$ cat config.mk
export PLATFORM = sky130hd
export DESIGN_NAME = inbuf_vc_port
export DESIGN_NICKNAME = d
export VERILOG_FILES = /design/src/rtl/inbuf_vc_port.sv
export SDC_FILE = /design/constraint.sdc
export NUM_CORES = 1
export LEC_CHECK = 0
export ABC_AREA = 1
export BUFFER_PORTS_ARGS = -buffer_cell sky130_fd_sc_hd__buf_2
export CAP_MARGIN = 20
export CORE_MARGIN = 1
export CORE_UTILIZATION = 55
export DETAILED_ROUTE_END_ITERATION = 10
export HOLD_SLACK_MARGIN = 0.03
export PLACE_DENSITY = 0.77
export SYNTH_ARGS = -nofsm -noshare
export SYNTH_HDL_FRONTEND = slang
export SYNTH_SLANG_ARGS = --single-unit
$ cat constraint.sdc
create_clock -name clk -period 13.19 [get_ports clk]
set_clock_uncertainty 0.05 [all_clocks]
set_input_delay 0.6595 -clock clk [delete_from_list [all_inputs] [get_ports clk]]
set_output_delay 0.6595 -clock clk [all_outputs]
set_load 0.01 [all_outputs]
$ cat src/rtl/inbuf_vc_port.sv
// inbuf_vc_port: link-side input buffer for one router port with two
// virtual channels. The link VC (= polarity) accepts from upstream while the
// internal VC (= ~polarity) presents its head packet to the crossbar as a
// one-hot request with the active hop field pre-decremented.
// Optional build macro: INBUF_VC_CHECK_EN -- drops packets whose vc bit
// (di[63]) disagrees with the link phase and pulses err the next cycle.
module inbuf_vc_port #(
  parameter int unsigned DEPTH = 2,
  parameter int unsigned PW    = 64
) (
  input  logic          clk,
  input  logic          reset,
  input  logic          polarity,
  input  logic          si,
  output logic          ri,
  input  logic [PW-1:0] di,
  output logic [4:0]    req,
  input  logic          gnt,
  output logic [PW-1:0] dout,
  output logic [1:0]    vc_full,
  output logic [1:0]    vc_empty,
  output logic          err
);

  localparam int unsigned PTR_W = (DEPTH > 1) ? $clog2(DEPTH) : 1;
  localparam int unsigned CNT_W = $clog2(DEPTH + 1);

  // Packet field positions
  localparam int unsigned VC_B  = 63;
  localparam int unsigned XS_B  = 62;
  localparam int unsigned YS_B  = 61;
  localparam int unsigned HX_LO = 52;
  localparam int unsigned HY_LO = 48;

  logic [PW-1:0]    mem_q   [2][DEPTH];
  logic [PW-1:0]    mem_d   [2][DEPTH];
  logic [PTR_W-1:0] wptr_q  [2];
  logic [PTR_W-1:0] wptr_d  [2];
  logic [PTR_W-1:0] rptr_q  [2];
  logic [PTR_W-1:0] rptr_d  [2];
  logic [CNT_W-1:0] cnt_q   [2];
  logic [CNT_W-1:0] cnt_d   [2];

  logic             lnk_vc;
  logic             int_vc;
  logic             accept;
  logic             wr_en;
  logic             pop;
  logic [PW-1:0]    head;
  logic [3:0]       hx;
  logic [3:0]       hy;

  // Wrapping pointer increment, valid for any DEPTH
  function automatic logic [PTR_W-1:0] ptr_inc(input logic [PTR_W-1:0] p);
    return (p == PTR_W'(DEPTH - 1)) ? '0 : p + PTR_W'(1);
  endfunction

  assign lnk_vc = polarity;
  assign int_vc = ~polarity;

  // Per-VC occupancy flags and link-side handshake
  always_comb begin
    for (int v = 0; v < 2; v++) begin
      vc_full[v]  = (cnt_q[v] == CNT_W'(DEPTH));
      vc_empty[v] = (cnt_q[v] == '0);
    end
    ri     = ~vc_full[lnk_vc];
    accept = si & ri;
  end

`ifdef INBUF_VC_CHECK_EN
  logic err_q;
  logic err_d;

  // Only packets tagged for the current link VC are stored
  always_comb begin
    wr_en = accept & (di[VC_B] == polarity);
    err_d = accept & (di[VC_B] != polarity);
  end

  // Registered one-cycle error pulse
  always_ff @(posedge clk) begin
    if (reset) err_q <= 1'b0;
    else       err_q <= err_d;
  end

  assign err = err_q;
`else
  assign wr_en = accept;
  assign err   = 1'b0;
`endif

  // Head-of-line routing: x hops first, then y, then local PE
  always_comb begin
    head = mem_q[int_vc][rptr_q[int_vc]];
    hx   = head[HX_LO +: 4];
    hy   = head[HY_LO +: 4];
    req  = '0;
    dout = '0;
    if (!vc_empty[int_vc]) begin
      dout = head;
      if (hx != 4'd0) begin
        req                = head[XS_B] ? 5'b00010 : 5'b00001;
        dout[HX_LO +: 4]   = hx - 4'd1;
      end else if (hy != 4'd0) begin
        req                = head[YS_B] ? 5'b01000 : 5'b00100;
        dout[HY_LO +: 4]   = hy - 4'd1;
      end else begin
        req                = 5'b10000;
      end
    end
    pop = gnt & (req != 5'b00000);
  end

  // Next-state for pointers, counts and storage
  always_comb begin
    mem_d  = mem_q;
    wptr_d = wptr_q;
    rptr_d = rptr_q;
    cnt_d  = cnt_q;
    if (wr_en) begin
      mem_d[lnk_vc][wptr_q[lnk_vc]] = di;
      wptr_d[lnk_vc] = ptr_inc(wptr_q[lnk_vc]);
      cnt_d[lnk_vc]  = cnt_q[lnk_vc] + CNT_W'(1);
    end
    if (pop) begin
      rptr_d[int_vc] = ptr_inc(rptr_q[int_vc]);
      cnt_d[int_vc]  = cnt_q[int_vc] - CNT_W'(1);
    end
  end

  // Control state registers with synchronous reset
  always_ff @(posedge clk) begin
    if (reset) begin
      wptr_q <= '{default: '0};
      rptr_q <= '{default: '0};
      cnt_q  <= '{default: '0};
    end else begin
      wptr_q <= wptr_d;
      rptr_q <= rptr_d;
      cnt_q  <= cnt_d;
    end
  end

  // Packet storage; contents are meaningless while the count is zero
  always_ff @(posedge clk) begin
    mem_q <= mem_d;
  end

endmodule

# Yosys cells after proc, flatten, opt, wreduce, memory -nomap -nowiden
# Index checks and enable logic that the tools add are counted.
dict set report op_classes {
  n_addsub 6
  n_mul 0
  div_mod_pow 0
  magnitude_cmp 9
  n_eq_ne 2
  shifts 0
  muxes 52
  n_bitwise 8
  n_reduce_logical 8
}
# op count
set op_table {}
lappend op_table {{$mux 128} 4}
lappend op_table {{$mux 64} 5}
lappend op_table {{$bwmux 256} 1}
lappend op_table {{$demux 128 s1} 1}
lappend op_table {{$demux 64 s1} 1}
lappend op_table {{$mux 4} 6}
lappend op_table {{$mux 2} 9}
lappend op_table {{$mux 5} 3}
lappend op_table {{$mux 1} 14}
lappend op_table {{$bwmux 4} 2}
lappend op_table {{$ge 2x2->1 const B} 4}
lappend op_table {{$not 1->2} 4}
lappend op_table {{$reduce_bool 4->1} 2}
lappend op_table {{$sub 4x1->4 const B} 2}
lappend op_table {{$lt 2x1->1 const B} 3}
lappend op_table {{$reduce_bool 5->1} 1}
lappend op_table {{$bwmux 2} 2}
lappend op_table {{$demux 2 s1} 2}
lappend op_table {{$eq 2x2->1 const B} 2}
lappend op_table {{$logic_not 2->1} 2}
lappend op_table {{$lt 1x2->1 const B} 2}
lappend op_table {{$logic_and 1x1->1} 3}
lappend op_table {{$add 1x1->1 const B} 2}
lappend op_table {{$add 2x1->2 const B} 1}
lappend op_table {{other kinds (4)} 7}
dict set report word_totals {
  ff_bits 264
  latch_bits 0
  ramBits 0
  rom_bits 0
  in_bits 69
  out_inout_bits 75
  mem_count 0
}

# Depth between registers and ports, before layout
dict set report logic_depth {
  ltp_word 16
  depth_mapped 16
  depth_no_buf 13
}

# Least setup slack after synthesis
# Ideal clock, no wire load.
dict set report synth_path {
  path_type {in2reg}
  startpoint {input polarity}
  endpoint {register mem_q[128] (netlist bit), enable pin}
  arrival_time_ns 4.241
  path_slack_ns 8.412
  path_stages 6
  n_path_buf 3
  path_cell_list {buf_6 -> buf_4 -> buf_6 -> o21ai_1 -> nand3_1 -> nor2_1}
}
dict set report synth_via {
  elab_chain_cells 4
}
# element line_no
set synth_lines {}
lappend synth_lines {{start: declaration} 13} ;# input logic polarity,
lappend synth_lines {{$mux 1 (implied by the code) (2 in series)} 67} ;# ri = ~vc_full[lnk_vc];
lappend synth_lines {{$not 1->1} 67}
lappend synth_lines {{via ri} 15} ;# output logic ri,
lappend synth_lines {{$and 1x1->1} 68} ;# accept = si & ri;
lappend synth_lines {{end signal: assignment} 147} ;# mem_q <= mem_d;
lappend synth_lines {{end: declaration} 35} ;# logic [PW-1:0] mem_q [2][DEPTH];
# The timed path passes the listed nets, and every way through them passes these cells. The select of a mux whose other input is x is not followed.
# A chain may end at the register's enable or synchronous reset.

# Final worst setup path
dict set report layout_path {
  startpoint {input polarity}
  endpoint {output dout[31]}
}
dict set report layout_via {
  elab_chain_cells 10
}
# element line_no
set layout_lines {}
lappend layout_lines {{$not 1->1} 59} ;# assign int_vc = ~polarity;
lappend layout_lines {{$not 1->2 (implied by the code)} 95} ;# head = mem_q[int_vc][rptr_q[int_vc]];
lappend layout_lines {{$mux 1 (implied by the code) (3 in series)} 95}
lappend layout_lines {{$not 1->2 (implied by the code)} 95}
lappend layout_lines {{$mux 64 (implied by the code) (3 in series)} 95}
lappend layout_lines {{$mux 64 *} 100} ;# if (!vc_empty[int_vc]) begin
lappend layout_lines {{end: declaration} 19} ;# output logic [PW-1:0] dout,
# Mark *: on every way between the ends. The rest lies on a longest branch, timed or not. The select of a mux whose other input is x is not followed.

==> reports/results.ini <==
[synth]
synth_cells = 908
synth_area_um2 = 10800
synth_area_leaders = edfxtp_1, nor2_1, o21ai_0
synthArstFlopShare_pct = 0
ys_warn_count = 0
syn_nets = 979
synth_top_cell_by_area = edfxtp_1
synth_commonest_cells = edfxtp_1, nor2_1, o21ai_0, nand2_1, a21oi_1
synth-edff-count = 256
synth_ff_type = edfxtp_1
ys_ff_latch = 264
avgSynthCellArea_um2 = 11.89
synth_most_common_cell = edfxtp_1
synth.top_cell.area_share_pct = 71.19
yosysSeqAreaShare_pct = 72.67
ys_types = 33

[floorplan]
die_w_um = 142.1
row_count = 50
core_area_um2 = 18960
die_h_um = 142.1
initial_core_util_pct = 56.97
die_area_um2 = 20200
ios = 144

[setup_path]
critPathLaunchType = input port
critPathArrivalTime_ps = 4080
path_max_fanout = 83
path_class = in -> out
cp-end-kind = output port
crit_path_max_incr_delay_ps = 820
cp_slowest_cell = inv_4
crit_path_cell_trace = buf_2 -> buf_4 -> inv_4 -> nand2_2 -> nand2_4 -> buf_4 -> nor2_1 -> nor2_1 -> o21ai_1 -> a21oi_1 -> buf_2
crit_required_ps = 12480

[sta]
setup_viol = 0
fmax_mhz = 208.9
fin_crit_ps = 4787
fin_setup_tns_ps = 0
relSlewSlack_pct = 25.45
finalHoldViolCount = 0
rsz0062_at_grt = false
slew_viol_final = 0
worstMarginPinSlew_ps = 1118
period_share_pct = 36.30

[cts]
tritoncts = done
cts_buffers = 26
clk_latency_ps = 520
cts-root-buf = clkbuf_16
h-tree-depth = 1
cts.sinks = 264
ctsResizeCount = 0
clk_pin_slew_ps = 60
clk_path_buf_depth = 3
post_cts_buffers = 0
cts_hold_buffers = 0

[placed_design]
dp_hpwl_um = 12180
gp_congestion = 0.7506
numPortBuffers = 142
dp_cells = 1268

[power]
powerDensity_nw_per_um2 = 145.0
intPower_w = 0.001378
leakage_nw = 4.618
clockPowerShare_pct = 36.2
seqPwrFrac_pct = 53.7
netSwitchingPower_w = 0.0004114
irDropWorstVdd_uv = 122.9
switching_share_pct = 22.99
share_comb_of_total_power_pct = 10.1

[global_route]
grt_overflow = 0
grt_start_max_net_pins = 112
antenna_found_initial = 4
grt_pass1_vias = 6478
grt_util_all_layers_pct = 21.69
grt_pass1_wl_um = 33240

[route]
postRouteAntennaNets = 0
drt-total-wl_um = 21750
via_per_inst = 5.290
wl_per_cell_um = 16.54
drc = 0
drt_iter0_drc = 543
dr.pass1.iters = 4
num_vias = 6957

[run_status]
status = finished, final reports clean

[final_layout]
final_cells = 1315
area_growth_pct = 14.27
layout-drive-gt1-share_pct = 19.30
nNetsFinal = 1107

[hold_path]
hp-class = in -> reg

[run]
cap_viol_max_count = 0

[power groups by stage]
stage                     combinational, W  clock, W  sequential [W]
after detailed placement          0.000182         0        0.000978
final                             0.000181  0.000648        0.000961
after global placement            0.000178         0        0.000977
after global routing              0.000202  0.000685        0.000963
after floorplan                   0.000117         0        0.000979
after CTS                         0.000183  0.000660        0.000961
[metrics by stage]
step           setup WS (ps)  hold slack, ps  cell area (um2)  total power (W)  utilization [%]
4_1_cts                 8359           284.6            12330         0.001803            65.06
6_report                8403           304.8            12340         0.001790            65.10
3_5_place_dp            8377           466.1            11580         0.001160            61.12
2_1_floorplan           8412           409.2            10800         0.001096                -
3_3_place_gp            8460           449.1            11580         0.001155            61.12
5_1_grt                 8095           290.7            12340         0.001850            65.10
[kinds of logic after synthesis]
| family | Yosys count | synth area share, % |
|---|---|---|
| and+or+nand+nor | 360 | 13.41 |
| xor gates and xnor gates | 1 | 0.08112 |
| adders and majority gates | 2 | 0.2317 |
| buffers and inverters | 84 | 4.356 |
| DFF | 264 | 72.67 |
| other | 1 | 0.03473 |
| AOI/OAI and AO/OA | 196 | 9.223 |
[flip-flops by register name (all words and copies together) (netlist names)]
register,flops
rptr_q,2
mem_q,256
cnt_q,4
wptr_q,2
[placed cells by master, fill, tap and decap left out, drive strengths merged]
master,n
dfxtp,8
nor2,249
buf,150
clkinvlp,1
nand3b,1
edfxtp,256
o21ai,130
nand2,91
diode,3
nand4,2
a31oi,1
clkbuf,34
a21boi,1
nand3,14
ha,2
xnor2,1
conb,1
inv,34
a21oi,64
nor3,3
clkinv,9
[final timing paths]
check	from	to	slack, ps	depth (start not counted)
setup / recovery	polarity	dout[31]	8400	11
hold / removal	di[48]	mem_q[176]$_DFFE_PP_	300	1
hold reg to reg	rptr_q[0]$_SDFFE_PP0P_	rptr_q[0]$_SDFFE_PP0P_	470	2
setup reg to reg	cnt_q[0]$_SDFF_PP0_	mem_q[216]$_DFFE_PP_	10120	7
[critical path: cells and delay by family]
family                 cells  cell delay, ps
buffers and inverters      5            2210
AO/OA/AOI/OAI              2             390
AND/OR/NAND/NOR            4             690
[layer usage]
metal / vias up / share of wire [%] / track usage, %
li1: 3411 / - / -
met2: 231 / 48 / 35.76
met4: 2 / 2.1 / 6.961
met1: 3282 / 44 / 29.95
met5: - / 0.037 / 0
met3: 31 / 6.2 / 3.163
[final cells by class]
class,instances,area (um2)
Antenna cell,3,7.507
Timing Repair Buffer,150,770.7
Clock buffer,34,701.9
Fill cell,1446,6615
Clock inverter,10,46.29
Inverter,34,130.1
Sequential cell,264,7848
Multi-Input combinational cell,560,2511
Tap cell,260,325.3
No activity file was read; power rests on OpenSTA's default activity.
